==> src/rtl/gmii_rgmii_tx.sv <==
// gmii_rgmii_tx: Ethernet transmit framer with an RGMII DDR pin stage.
// A payload byte stream comes in on valid/ready/last. The block wraps it with a
// preamble, an SFD and an FCS, and enforces the inter-frame gap. It then drives
// the RGMII TX pins through an output DDR stage that models an ODDR with an
// asynchronous reset.
// Optional feature: define GMII_TX_PAD_EN to zero-pad short frames up to
// MIN_FRAME bytes before the FCS. With the macro undefined the PAD state is
// unreachable and the FCS follows the last payload byte directly.
`timescale 1ns/1ps
module gmii_rgmii_tx #(
    parameter int unsigned IFG_BYTES = 12,
    parameter int unsigned PRE_BYTES = 7,
    parameter int unsigned MIN_FRAME = 60
) (
    input  logic       gmii_txc,
    input  logic       rst_n,
    input  logic [7:0] s_data,
    input  logic       s_valid,
    input  logic       s_last,
    input  logic       s_err,
    output logic       s_ready,
    output logic       tx_busy,
    output logic       frame_done,
    output logic       underrun,
    output logic       rgmii_txc,
    output logic       rgmii_tx_ctl,
    output logic [3:0] rgmii_td
);

`ifdef GMII_TX_PAD_EN
    localparam bit PAD_ON = 1'b1;
`else
    localparam bit PAD_ON = 1'b0;
`endif

    localparam logic [31:0] CRC_INIT = 32'hFFFF_FFFF;

    typedef enum logic [2:0] {
        ST_IDLE  = 3'd0,
        ST_PRE   = 3'd1,
        ST_SFD   = 3'd2,
        ST_DATA  = 3'd3,
        ST_PAD   = 3'd4,
        ST_FCS   = 3'd5,
        ST_DRAIN = 3'd6,
        ST_IFG   = 3'd7
    } state_t;

    // One byte step of the reflected CRC-32 (polynomial 0xEDB88320).
    function automatic logic [31:0] crc32_byte(input logic [31:0] crc_in, input logic [7:0] data);
        logic [31:0] c;
        c = crc_in ^ {24'h00_0000, data};
        for (int i = 0; i < 8; i++) begin
            if (c[0]) begin
                c = (c >> 1) ^ 32'hEDB8_8320;
            end else begin
                c = c >> 1;
            end
        end
        return c;
    endfunction

    state_t      state_r, state_next;
    logic [3:0]  pre_cnt_r, pre_cnt_next;
    logic [7:0]  ifg_cnt_r, ifg_cnt_next;
    logic [1:0]  fcs_idx_r, fcs_idx_next;
    logic [10:0] byte_cnt_r, byte_cnt_next;
    logic [10:0] byte_inc_s;
    logic [31:0] crc_r, crc_next;
    logic [31:0] crc_inv_s;
    logic [7:0]  fcs_byte_s;

    // GMII-side registered outputs (one cycle ahead of the pins)
    logic [7:0]  txd_r, txd_next;
    logic        tx_en_r, tx_en_next;
    logic        tx_er_r, tx_er_next;
    logic        done_r, done_next;
    logic        underrun_r, underrun_next;
    logic        s_ready_r;
    logic        tx_busy_r;

    // DDR pin stage: rising-edge and falling-edge halves captured together
    logic        ctl_rise_r, ctl_fall_r;
    logic [3:0]  td_rise_r, td_fall_r;
    logic        txc_rise_r;

    // The byte counter only feeds the pad decision, so it saturates rather than wraps.
    assign byte_inc_s = (byte_cnt_r == 11'h7FF) ? byte_cnt_r : (byte_cnt_r + 11'd1);
    assign crc_inv_s  = ~crc_r;

    // Select the FCS byte for the current FCS cycle, least significant byte first.
    always_comb begin
        case (fcs_idx_r)
            2'd0:    fcs_byte_s = crc_inv_s[7:0];
            2'd1:    fcs_byte_s = crc_inv_s[15:8];
            2'd2:    fcs_byte_s = crc_inv_s[23:16];
            2'd3:    fcs_byte_s = crc_inv_s[31:24];
            default: fcs_byte_s = 8'h00;
        endcase
    end

    // Frame FSM: next state, counters, CRC and the next GMII byte.
    always_comb begin
        state_next    = state_r;
        pre_cnt_next  = 4'd0;
        ifg_cnt_next  = 8'd0;
        fcs_idx_next  = 2'd0;
        byte_cnt_next = byte_cnt_r;
        crc_next      = crc_r;
        txd_next      = 8'h00;
        tx_en_next    = 1'b0;
        tx_er_next    = 1'b0;
        done_next     = 1'b0;
        underrun_next = 1'b0;
        case (state_r)
            ST_IDLE: begin
                byte_cnt_next = 11'd0;
                crc_next      = CRC_INIT;
                if (s_valid) begin
                    state_next = ST_PRE;
                end else begin
                    state_next = ST_IDLE;
                end
            end
            ST_PRE: begin
                txd_next   = 8'h55;
                tx_en_next = 1'b1;
                if (pre_cnt_r == 4'(PRE_BYTES - 1)) begin
                    state_next = ST_SFD;
                end else begin
                    pre_cnt_next = pre_cnt_r + 4'd1;
                end
            end
            ST_SFD: begin
                txd_next      = 8'hD5;
                tx_en_next    = 1'b1;
                byte_cnt_next = 11'd0;
                crc_next      = CRC_INIT;
                state_next    = ST_DATA;
            end
            ST_DATA: begin
                tx_en_next = 1'b1;
                if (s_valid) begin
                    txd_next      = s_data;
                    tx_er_next    = s_err;
                    crc_next      = crc32_byte(crc_r, s_data);
                    byte_cnt_next = byte_inc_s;
                    if (s_last) begin
                        if (PAD_ON && (byte_inc_s < 11'(MIN_FRAME))) begin
                            state_next = ST_PAD;
                        end else begin
                            state_next = ST_FCS;
                        end
                    end else begin
                        state_next = ST_DATA;
                    end
                end else begin
                    // Source starved mid-payload: poison the frame and drop the rest.
                    txd_next      = 8'h00;
                    tx_er_next    = 1'b1;
                    underrun_next = 1'b1;
                    state_next    = ST_DRAIN;
                end
            end
            ST_PAD: begin
                txd_next      = 8'h00;
                tx_en_next    = 1'b1;
                crc_next      = crc32_byte(crc_r, 8'h00);
                byte_cnt_next = byte_inc_s;
                if (byte_inc_s < 11'(MIN_FRAME)) begin
                    state_next = ST_PAD;
                end else begin
                    state_next = ST_FCS;
                end
            end
            ST_FCS: begin
                txd_next   = fcs_byte_s;
                tx_en_next = 1'b1;
                if (fcs_idx_r == 2'd3) begin
                    done_next  = 1'b1;
                    state_next = ST_IFG;
                end else begin
                    fcs_idx_next = fcs_idx_r + 2'd1;
                end
            end
            ST_DRAIN: begin
                if (s_valid && s_last) begin
                    done_next  = 1'b1;
                    state_next = ST_IFG;
                end else begin
                    state_next = ST_DRAIN;
                end
            end
            ST_IFG: begin
                // A waiting source goes straight to preamble, so the gap is exactly IFG_BYTES.
                if (ifg_cnt_r == 8'(IFG_BYTES - 1)) begin
                    if (s_valid) begin
                        state_next = ST_PRE;
                    end else begin
                        state_next = ST_IDLE;
                    end
                end else begin
                    ifg_cnt_next = ifg_cnt_r + 8'd1;
                end
            end
            default: begin
                state_next = ST_IDLE;
            end
        endcase
    end

    // State, counters, CRC, GMII byte and status outputs.
    always_ff @(posedge gmii_txc or negedge rst_n) begin
        if (!rst_n) begin
            state_r    <= ST_IDLE;
            pre_cnt_r  <= 4'd0;
            ifg_cnt_r  <= 8'd0;
            fcs_idx_r  <= 2'd0;
            byte_cnt_r <= 11'd0;
            crc_r      <= CRC_INIT;
            txd_r      <= 8'h00;
            tx_en_r    <= 1'b0;
            tx_er_r    <= 1'b0;
            done_r     <= 1'b0;
            underrun_r <= 1'b0;
            s_ready_r  <= 1'b0;
            tx_busy_r  <= 1'b0;
        end else begin
            state_r    <= state_next;
            pre_cnt_r  <= pre_cnt_next;
            ifg_cnt_r  <= ifg_cnt_next;
            fcs_idx_r  <= fcs_idx_next;
            byte_cnt_r <= byte_cnt_next;
            crc_r      <= crc_next;
            txd_r      <= txd_next;
            tx_en_r    <= tx_en_next;
            tx_er_r    <= tx_er_next;
            done_r     <= done_next;
            underrun_r <= underrun_next;
            s_ready_r  <= (state_next == ST_DATA) || (state_next == ST_DRAIN);
            tx_busy_r  <= (state_next != ST_IDLE);
        end
    end

    // DDR output stage: capture both halves on the rising edge, clear asynchronously.
    always_ff @(posedge gmii_txc or negedge rst_n) begin
        if (!rst_n) begin
            ctl_rise_r <= 1'b0;
            ctl_fall_r <= 1'b0;
            td_rise_r  <= 4'h0;
            td_fall_r  <= 4'h0;
            txc_rise_r <= 1'b0;
        end else begin
            ctl_rise_r <= tx_en_r;
            ctl_fall_r <= tx_en_r ^ tx_er_r;
            td_rise_r  <= txd_r[3:0];
            td_fall_r  <= txd_r[7:4];
            txc_rise_r <= 1'b1;
        end
    end

    // High clock phase carries the rising-edge half, low phase the falling-edge half.
    assign rgmii_tx_ctl = gmii_txc ? ctl_rise_r : ctl_fall_r;
    assign rgmii_td     = gmii_txc ? td_rise_r  : td_fall_r;
    assign rgmii_txc    = gmii_txc & txc_rise_r;

    assign s_ready    = s_ready_r;
    assign tx_busy    = tx_busy_r;
    assign frame_done = done_r;
    assign underrun   = underrun_r;

endmodule

==> config.mk <==
export PLATFORM = sky130hd
export DESIGN_NAME = gmii_rgmii_tx
export DESIGN_NICKNAME = d
export VERILOG_FILES = /design/src/rtl/gmii_rgmii_tx.sv
export SDC_FILE = /design/constraint.sdc
export NUM_CORES = 1
export LEC_CHECK = 0
export ABC_AREA = 1
export ABC_CLOCK_PERIOD_IN_PS = 2530
export BUFFER_PORTS_ARGS = -buffer_cell sky130_fd_sc_hd__buf_4
export CAP_MARGIN = 20
export CORE_MARGIN = 4
export CORE_UTILIZATION = 63
export CTS_CLUSTER_SIZE = 8
export DETAILED_ROUTE_END_ITERATION = 10
export PLACE_DENSITY = 0.82
export SYNTH_ARGS = -nofsm -noshare
export SYNTH_HDL_FRONTEND = slang
export SYNTH_SLANG_ARGS = --single-unit
==> constraint.sdc <==
create_clock -name gmii_txc -period 2.53 [get_ports gmii_txc]
set_clock_uncertainty 0.2 [all_clocks]
set_input_delay 0.759 -clock gmii_txc [delete_from_list [all_inputs] [get_ports gmii_txc]]
set_output_delay 0.759 -clock gmii_txc [all_outputs]
set_load 0.005 [all_outputs]
==> impl_metrics.json <==
{
  "outcome": "finished with violations",
  "violations": "negative setup slack",
  "crit_path_max_fanout": 4,
  "worst_path_dominant_cell_family": "buffers and inverters",
  "clk-insertion-delay-late_ps": 480,
  "setup_ws_ps": -344,
  "holdCritStartpoint": "txd_r[1]$_DFF_PN0_",
  "critPathMaxStageDelay_ps": 280,
  "yosysSeqAreaShare_pct": 36.3,
  "drv_slew": 0,
  "drt_iter0_markers": 385,
  "die_h_microns": 105,
  "syn_nets": 772,
  "ys.warnings.count": 0,
  "worst_slew_pin_slew_ps": 578,
  "min_path_type": "flip-flop to flip-flop",
  "worstRegToRegCells": 11,
  "synth_top_cell_by_area": "dfrtp_1",
  "rows": 35,
  "yosys-top-cells-area": "dfrtp_1, dfstp_2, nand2_1, xor2_1, inv_1",
  "worstReg2RegEnd": "crc_r[30]$_DFFE_PN1P_",
  "cts.clk_slew.worst_paths_ps": 90,
  "core_sq_um": 9240,
  "rsz0062_at_grt": "true",
  "ys_seq_elements": 85,
  "dieArea_sq_um": 11100,
  "n_fill_cell": 722,
  "synth_cells": 751,
  "setup_violations": 6,
  "port_buffers": 22,
  "worstPathArrival_ps": 1910,
  "grt_pass1_vias": 5437,
  "vias": 5435,
  "drc_errors": 0,
  "synth_ff_type": "dfrtp_1",
  "synth_cell_type_count": 49,
  "endpoint_kind": "output port",
  "synthAdderAreaFrac_pct": 1.68,
  "crit_path_frequent_cell": "buf_8",
  "synth_compound_area_share_pct": 13.1,
  "cp_cell_sequence": "buf_8 -> buf_8 -> mux2_2 -> buf_4",
  "synth-simple-area-share_pct": 24.0,
  "layout.cells.non_filler": 934,
  "crit_path_start": "gmii_txc",
  "wire_per_inst_microns": 18.6,
  "post-synth-top-area-fraction_pct": 22.2,
  "hold_viol_final": 0,
  "ios": 23,
  "tritoncts": "built",
  "grt_max_degree": 35,
  "slowest_stage": "mux2_2",
  "start_util_pct": 64.6,
  "dp_cells": 911,
  "reg2reg_from": "crc_r[0]$_DFFE_PN1P_",
  "gr-total-overflow": 0,
  "synth_xor_area_share_pct": 16.4,
  "drv_cap": 0,
  "dp_hpwl_microns": 12500,
  "ant_nets": 0,
  "reg2reg_slack_ps": 190,
  "worstPathRequired_ps": 1570,
  "ys_async_sr_fraction_pct": 100,
  "cp.depth": 4,
  "place_congestion": 0.992,
  "syn_to_final_growth_pct": 13.0,
  "finalWirelength_microns": 17400,
  "antenna_found_initial": 0,
  "fp.dieW_microns": 105,
  "synth-edff-count": 0,
  "slew_headroom_pct": 61.4,
  "netlist_area_sq_um": 5970,
  "finalSetupTns_ps": -1870,
  "dr.pass1.iters": 8,
  "synth_mux_area_share_pct": 0.943,
  "irDropWorstVdd_mv": 0.989,
  "critPathKind": "clock port to output port",
  "avgSynthCellArea_sq_um": 7.95,
  "synth_top_family_by_area": "simple AND/OR/NAND/NOR gates",
  "cp-start-kind": "clock port",
  "drive_above_1_share_pct": 20.2,
  "powerDensity_nw_per_um2": 1700,
  "viasPerCell": 5.82,
  "power_leakage_uw": 0.00316,
  "diodes": 0,
  "grt_usage_pct": 32.6,
  "path_buf_inv": 3,
  "cp-endpoint": "rgmii_td[2]",
  "grt_pass1_wl_microns": 28000,
  "layout.nets": 820
}
==> worst register-to-register path, cell delays in order (launching register included) <==
cell     delay [ps]
dfstp_2         660
inv_2            80
nand2_1         110
nand2_4         170
xnor2_4         320
nand2_1         110
nand2_2         110
inv_2            70
nand2_1          60
o21ai_0          70
o21ai_0         170
o21ai_0         110
==> power by group <==
group          internal [uW]  switching [uW]  total (uW)
logic                   2740            4510        7250
clock network            864             721        1580
registers               2060             589        2650
total                   5660            5820       11500
==> sequential cells by signal (all words and copies together) (netlist names), 2 cells and up <==
signal      count
crc_r          32
byte_cnt_r     11
ifg_cnt_r       8
txd_r           8
pre_cnt_r       4
td_fall_r       4
td_rise_r       4
state_r         3
fcs_idx_r       2
==> how the worst min path moves through the flow <==
stage | to | slack [ps] | depth (start not counted)
global route | td_fall_r[1]$_DFF_PN0_ | 170 | 0
global placement | td_rise_r[2]$_DFF_PN0_ | 130 | 0
floorplan | td_fall_r[0]$_DFF_PN0_ | 130 | 0
detailed placement | td_fall_r[1]$_DFF_PN0_ | 130 | 0
CTS | td_rise_r[1]$_DFF_PN0_ | 160 | 0
finish | td_rise_r[1]$_DFF_PN0_ | 160 | 0
==> per-layer routing <==
layer	GRT usage [%]	up-vias	share of wire, %
met5	0	-	0
met4	14.5	0	2.8
met3	6.67	46	8.6
met2	51.5	268	47
met1	43.3	2577	42
li1	-	2544	-
==> repair_timing <==
item | in CTS | in global routing
hold buffers | 1 | 0
gates cloned | 0 | 0
hold endpoints to repair | 17 | 0
gates resized for setup | 1 | 12
endpoints found under the setup margin | 6 | 11
setup buffers | 0 | 1
==> kinds of logic after synthesis <==
family | Yosys count
simple gates | 318
other cells | 1
compound gates | 132
xor+xnor | 93
fa+ha+maj | 8
buf+inv | 109
mux | 5
flops | 85
==> Yosys cell counts, types with 2 or more instances <==
master / number
nand3_1: 48
buf_2: 4
or2_1: 2
dfrtp_1: 53
a21oi_1: 40
o22ai_1: 9
nand2_4: 4
nand3_2: 3
xnor2_4: 3
nand2_2: 9
inv_1: 83
a22oi_1: 6
nor2_1: 72
nor2_2: 2
xor2_4: 3
xnor2_1: 25
nor3_1: 7
mux2_2: 5
a2bb2oi_1: 3
and3_1: 3
o31ai_1: 2
a32oi_1: 5
xor2_1: 55
or2_2: 12
xor2_2: 3
nor4_1: 2
nand3b_1: 4
nand2_1: 141
nand4_1: 5
o21ai_0: 42
clkbuf_1: 9
o221ai_1: 7
xnor2_2: 4
a31oi_1: 7
o21ai_1: 2
buf_4: 4
nor3b_1: 3
a211oi_1: 4
ha_1: 8
buf_6: 3
inv_2: 6
dfstp_2: 32
==> per-stage QoR <==
| stage | setup WS (ps) | instance area, sq um | utilization, % | power, uW | hold WS, ps |
|---|---|---|---|---|---|
| 2_1_floorplan | -104 | 5970 | - | 7860 | 131 |
| 3_3_place_gp | -64.9 | 6410 | 69.4 | 9580 | 133 |
| 3_5_place_dp | -64.9 | 6410 | 69.4 | 9840 | 135 |
| 4_1_cts | -384 | 6700 | 72.5 | 11200 | 156 |
| 5_1_grt | -354 | 6750 | 73.0 | 12300 | 165 |
| 6_report | -344 | 6750 | 73.0 | 11500 | 155 |
==> layout by cell type, fill, tap and decap left out, types with 4 or more instances in the layout <==
cell type,count
a211oi_1,4
a21oi_1,40
a22oi_1,6
a31oi_1,7
a32oi_1,5
buf_4,48
clkbuf_8,11
dfrtp_1,53
dfstp_2,32
ha_1,8
inv_1,82
inv_2,7
nand2_1,140
nand2_2,10
nand2_4,4
nand3_1,48
nand3b_1,4
nand4_1,5
nor2_1,71
nor3_1,7
o21ai_0,42
o221ai_1,7
o22ai_1,9
or2_2,12
xnor2_1,25
xnor2_4,4
xor2_1,55
==> area by class of cell <==
class                           instances  area (sq um)  area share (%)
Inverter                               88           330            4.90
Timing Repair Buffer                   46           360            5.34
Tap cell                              129           161            2.39
Clock inverter                          7          78.8            1.17
Clock buffer                           22           264            3.91
Sequential cell                        85          2170            32.1
Multi-Input combinational cell        557          3390            50.2
(Power assumes the default switching activity.)
